<file path="config.mk">
export PLATFORM = sky130hd
export DESIGN_NAME = imem_loader
export DESIGN_NICKNAME = d
export VERILOG_FILES = /design/src/rtl/imem_loader_pkg.sv /design/src/rtl/imem_loader_store.sv /design/src/rtl/imem_loader.sv
export SDC_FILE = /design/constraint.sdc
export NUM_CORES = 2
export LEC_CHECK = 0
export ABC_CLOCK_PERIOD_IN_PS = 9100
export BUFFER_PORTS_ARGS = -buffer_cell sky130_fd_sc_hd__buf_4
export CAP_MARGIN = 20
export CORE_MARGIN = 4
export CORE_UTILIZATION = 42
export DETAILED_ROUTE_END_ITERATION = 7
export PLACE_DENSITY = 0.63
export SLEW_MARGIN = 20
export SYNTH_ARGS = -nofsm -noshare
export SYNTH_HDL_FRONTEND = slang
export SYNTH_SLANG_ARGS = --single-unit
</file>
<file path="constraint.sdc">
create_clock -name CLK -period 9.1 [get_ports CLK]
set_clock_uncertainty 0.05 [all_clocks]
set_input_delay 2.73 -clock CLK [delete_from_list [all_inputs] [get_ports CLK]]
set_output_delay 2.73 -clock CLK [all_outputs]
set_load 0.05 [all_outputs]
</file>
<file path="src/rtl/imem_loader_pkg.sv">
// Shared definitions for the instruction-memory loader: state encoding,
// store geometry and the header word-count decode.
package imem_loader_pkg;

  localparam int IMEM_DEPTH = 64;
  localparam int IMEM_AW    = 6;

  typedef enum logic [2:0] {
    S_IDLE = 3'd0,
    S_HDR  = 3'd1,
    S_DATA = 3'd2,
    S_CSUM = 3'd3,
    S_DONE = 3'd4,
    S_ERR  = 3'd5
  } ld_state_e;

  // Header byte 0 means a full image; anything larger than the store saturates.
  function automatic logic [6:0] hdr_count(input logic [7:0] b);
    if (b == 8'd0 || b > 8'(IMEM_DEPTH))
      return 7'(IMEM_DEPTH);
    else
      return b[6:0];
  endfunction

endpackage

</file>
<file path="src/rtl/imem_loader_store.sv">
// imem_store: DEPTH x 32 instruction array with one synchronous write port and
// one combinational read port for the fetch path. Contents are never reset.
module imem_store
  import imem_loader_pkg::*;
#(
  parameter int DEPTH = IMEM_DEPTH,
  parameter int AW    = IMEM_AW
) (
  input  logic          clk_i,
  input  logic          we_i,
  input  logic [AW-1:0] waddr_i,
  input  logic [31:0]   wdata_i,
  input  logic [AW-1:0] raddr_i,
  output logic [31:0]   rdata_o
);

  logic [31:0] mem_q [DEPTH];

  always_ff @(posedge clk_i) begin
    if (we_i) mem_q[waddr_i] <= wdata_i;
  end

  assign rdata_o = mem_q[raddr_i];

endmodule

</file>
<file path="src/rtl/imem_loader.sv">
// Byte-stream program loader and instruction memory for the MIPS fetch path.
// Define IMEM_LOADER_CHECKSUM_EN to build the trailing XOR checksum check.
//
// state | meaning
// IDLE  | clear counters, move to HDR
// HDR   | accept word-count byte
// DATA  | assemble big-endian words and write them
// CSUM  | compare checksum byte with running XOR
// DONE  | image valid, core runs
// ERR   | checksum mismatch, core held
module imem_loader
  import imem_loader_pkg::*;
#(
  parameter int DEPTH = IMEM_DEPTH
) (
  input  logic                     CLK,
  input  logic                     RST,
  input  logic                     byte_valid,
  input  logic [7:0]               byte_data,
  output logic                     byte_ready,
  input  logic                     reload,
  input  logic [$clog2(DEPTH)-1:0] A,
  output logic [31:0]              RD,
  output logic                     cpu_run,
  output logic                     load_err,
  output logic [6:0]               words_loaded
);

  localparam int AW = $clog2(DEPTH);

  ld_state_e   state_q, state_d;
  logic [6:0]  n_q, n_d;
  logic [6:0]  words_q, words_d;
  logic [1:0]  idx_q, idx_d;
  logic [23:0] asm_q, asm_d;
  logic        accept;
  logic        we;
  logic [31:0] wdata;
`ifdef IMEM_LOADER_CHECKSUM_EN
  logic [7:0]  xor_q, xor_d;
`endif

  always_ff @(posedge CLK or negedge RST) begin
    if (!RST) begin
      state_q <= S_IDLE;
      n_q     <= '0;
      words_q <= '0;
      idx_q   <= '0;
      asm_q   <= '0;
`ifdef IMEM_LOADER_CHECKSUM_EN
      xor_q   <= '0;
`endif
    end else begin
      state_q <= state_d;
      n_q     <= n_d;
      words_q <= words_d;
      idx_q   <= idx_d;
      asm_q   <= asm_d;
`ifdef IMEM_LOADER_CHECKSUM_EN
      xor_q   <= xor_d;
`endif
    end
  end

  always_comb begin
    state_d    = state_q;
    n_d        = n_q;
    words_d    = words_q;
    idx_d      = idx_q;
    asm_d      = asm_q;
    we         = 1'b0;
    wdata      = {asm_q, byte_data};
`ifdef IMEM_LOADER_CHECKSUM_EN
    xor_d      = xor_q;
`endif
    byte_ready = (state_q == S_HDR) || (state_q == S_DATA) || (state_q == S_CSUM);
    accept     = byte_valid && byte_ready;

    case (state_q)
      S_IDLE: begin
        words_d = '0;
        idx_d   = '0;
        asm_d   = '0;
`ifdef IMEM_LOADER_CHECKSUM_EN
        xor_d   = '0;
`endif
        state_d = S_HDR;
      end
      S_HDR: begin
        if (accept) begin
          n_d     = hdr_count(byte_data);
          state_d = S_DATA;
        end
      end
      S_DATA: begin
        if (accept) begin
`ifdef IMEM_LOADER_CHECKSUM_EN
          xor_d = xor_q ^ byte_data;
`endif
          if (idx_q == 2'd3) begin
            we      = 1'b1;
            words_d = words_q + 7'd1;
            idx_d   = '0;
            if (words_q + 7'd1 == n_q) begin
`ifdef IMEM_LOADER_CHECKSUM_EN
              state_d = S_CSUM;
`else
              state_d = S_DONE;
`endif
            end
          end else begin
            asm_d = {asm_q[15:0], byte_data};
            idx_d = idx_q + 2'd1;
          end
        end
      end
`ifdef IMEM_LOADER_CHECKSUM_EN
      S_CSUM: begin
        if (accept) state_d = (byte_data == xor_q) ? S_DONE : S_ERR;
      end
      S_ERR: begin
        if (reload) state_d = S_IDLE;
      end
`endif
      S_DONE: begin
        if (reload) state_d = S_IDLE;
      end
      default: state_d = S_IDLE;
    endcase
  end

  imem_store #(
    .DEPTH(DEPTH),
    .AW   (AW)
  ) u_store (
    .clk_i  (CLK),
    .we_i   (we),
    .waddr_i(words_q[AW-1:0]),
    .wdata_i(wdata),
    .raddr_i(A),
    .rdata_o(RD)
  );

  assign cpu_run      = (state_q == S_DONE);
  assign words_loaded = words_q;
`ifdef IMEM_LOADER_CHECKSUM_EN
  assign load_err     = (state_q == S_ERR);
`else
  assign load_err     = 1'b0;
`endif

endmodule

</file>
==> results.ini <==
[status]
outcome=complete, no violations

[synthesis]
yosysTopAreaCell=edfxtp_1
synth.distinct_cells=46
ys_seq_area_share_pct=78.6
synthMuxAreaShare_pct=15.4
synthAdderAreaFrac_pct=0.0314
synth_compound_area_share_pct=2.61
synth_nets=3548
synth-edff-count=2048
yosysTopAreaCellShare_pct=77.2
synth_xor_area_share_pct=0.0990
ys_async_sr_fraction_pct=2.06
synthTopCellsByArea=edfxtp_1 (77%), mux4_2 (14%), dfrtp_1 (1.4%), o22ai_1 (1.0%), mux2i_1 (0.74%)
synth_seq_cells=2091
ys.warnings.count=0
yosys.area_share.simple_pct=1.89
synth.avg_cell_area_um2=22.6
synthCells=3528
synthesis.area_um2=79600
synth_top_family_by_area=multiplexers
synth_ff_type=edfxtp_1

[die]
die_area_um2=197000
start_util_pct=42.3
core_area_um2=188000
die_h_um=443
rows=159
die_x_um=443
ios=60

[cts]
worstSkewPairLatency_ns=0.82
cts_made_buffers=205
hold_buffers=0
clkTransAtPathRegs_ns=0.06
clock-root-buffer=clkbuf_16
post_cts_resized=0
clkSinkCount=2091
cts_tree=built
post_cts_buffers=0
ctsLongestPathBuffers=3
h-tree-depth=4

[global_routing]
antenna_found_initial=5
grt_overflow=0
grt_pass1_vias=39000
grt_max_degree=107
grt_pass1_wl_um=291000
track_usage_pct=20.7

[setup_path]
rr_startpoint=state_q[1]
path_max_fanout=14
r2r_setup_slack_ns=4.87
reg2reg_depth=6
criticalPathCategory=input pin to output port
cp-end-kind=output port
r2r-end=u_store.mem_q[14][16]
cp.arrival_ns=5.51
critical_path_required_ns=6.32
startpoint_type=input pin

[sta]
rsz0062_at_grt=false
post-route-period-util_pct=91.1
slew_headroom_pct=27.5
worst_pin_slew_ns=1.09
fmax_mhz=121
fin_ws_ns=0.814
timing.final.crit_period_ns=8.29
tns_ns=0
hold_viol_final=0
finalSetupViolations=0
final_max_slew_viol_count=0

[finish]
fin_area_um2=90700
final_nets=3802
syn_to_final_growth_pct=13.9
antenna_cells=0
postLayoutCoreUtil_pct=48.2
drive_gt1_share_pct=29.1

[flow_run]
drv_cap=0

[drt]
avgViaCountPerCell=6.03
first_iter_violations=4930
wirelength_um=204000
remaining_drc_errors=0
antenna_left=0
avgRoutedWirePerCell_um=31.6
firstDrtPassIters=6
num_vias=38800

[power_and_ir_drop]
p_leak_nw=28.7
ir_worst_vdd_uv=159
finalPower_mw=20.1
cellPowerDensity_nw_per_um2=222

[placement]
detailedPlace.worstSlack_ns=0.747
place_congestion=0.773
port_buffers=58
dp_hpwl_um=112000
postPlaceCellArea_um2=84400

[min_path]
min_path_cells=1
hp-start=idx_q[0]
hold_end=idx_q[0]
hold_class=register to register

cells in the final DEF (no fill, tap or decap), types with 33 or more instances in the layout:
| cell | Yosys | layout |
|---|---|---|
| o21ai_0 | 42 | 42 |
| clkbuf_1 | 73 | 45 |
| o22ai_1 | 130 | 130 |
| clkinv_1 | 0 | 51 |
| clkbuf_16 | 0 | 205 |
| clkinv_2 | 0 | 33 |
| nor2_4 | 0 | 64 |
| nand2_1 | 76 | 76 |
| nor2_1 | 122 | 57 |
| buf_4 | 56 | 213 |
| a21oi_1 | 39 | 38 |
| mux4_2 | 512 | 512 |
| edfxtp_1 | 2048 | 2048 |
| nand3_1 | 34 | 34 |
| mux2i_1 | 59 | 59 |
registers in the layout, summed over array words and instances (netlist names):
register and cells:
asm_q 24, idx_q 2, n_q 7, state_q 3, u_store.mem_q 2048, words_loaded 7
report_power, final:
part / switching [mW] / internal (mW) / total (mW)
Combinational: 0.657 / 0.358 / 1.01
Sequential: 0.313 / 10.8 / 11.2
Clock: 3.53 / 4.41 / 7.94
metrics by stage:
stage | hold slack, ns | cells
global placement | 0.434 | 6067
global route | 0.460 | 6439
floorplan | 0.403 | 3528
CTS | 0.449 | 6436
finish | 0.441 | 6439
detailed placement | 0.439 | 6067
cells in the mapped netlist (all sizes together), types with 3 or more instances:
cell type,instances
or3,4
nand2,76
a221oi,18
nor2b,12
o22a,16
buf,123
o21ai,48
clkbuf,73
nor3,30
xnor2,6
nand3b,4
xor2,3
nor2,122
mux2i,59
inv,6
dfrtp,43
o211a,5
o221ai,28
nor4,22
o31ai,3
nand2b,11
and3,3
nor3b,5
a21oi,39
a31oi,6
mux2,11
nand3,34
mux4,512
o22ai,130
edfxtp,2048
a22o,13
per-layer routing:
layer	track usage [%]	part of all wire, %	vias up
met5	0	0	-
met4	7.20	3.6	0
met3	4.00	8.6	302
met2	31.9	47	1913
met1	29.7	41	21000
li1	-	-	15600
worst max-delay path, stage by stage:
cell	delay (ns)
buf_4	0.29
nor2_1	0.08
nand2_1	0.54
buf_4	0.37
o22ai_1	0.14
nor4_2	0.60
buf_4	0.24
o22a_1	0.23
buf_4	0.24
area by class of cell:
type | count | area (µm²)
sequential | 2091 | 62700
multi-input combinational | 1235 | 16500
timing repair buffer | 243 | 2200
fill | 15200 | 97500
clock buffer | 253 | 5340
inverter | 6 | 22.5
clock inverter | 116 | 862
tap | 2495 | 3120
worst max path at each step:
stage                     slack [ns]  startpoint  cells past startpoint  endpoint
after detailed placement        0.75        A[3]                      9    RD[30]
after global placement          0.37        A[3]                      9    RD[30]
after CTS                       0.74        A[3]                      9    RD[30]
after global routing            0.76        A[0]                      9    RD[23]
final                           0.81        A[3]                      9    RD[30]
after floorplan                 1.30        A[1]                      9    RD[12]
logic make-up after synthesis:
kind of cell	after synthesis
compound gates	312
xor+xnor	9
fa+ha+maj	2
buf+inv	202
flops	2091
mux	582
other cells	1
simple gates	329
(Power assumes the default switching activity.)
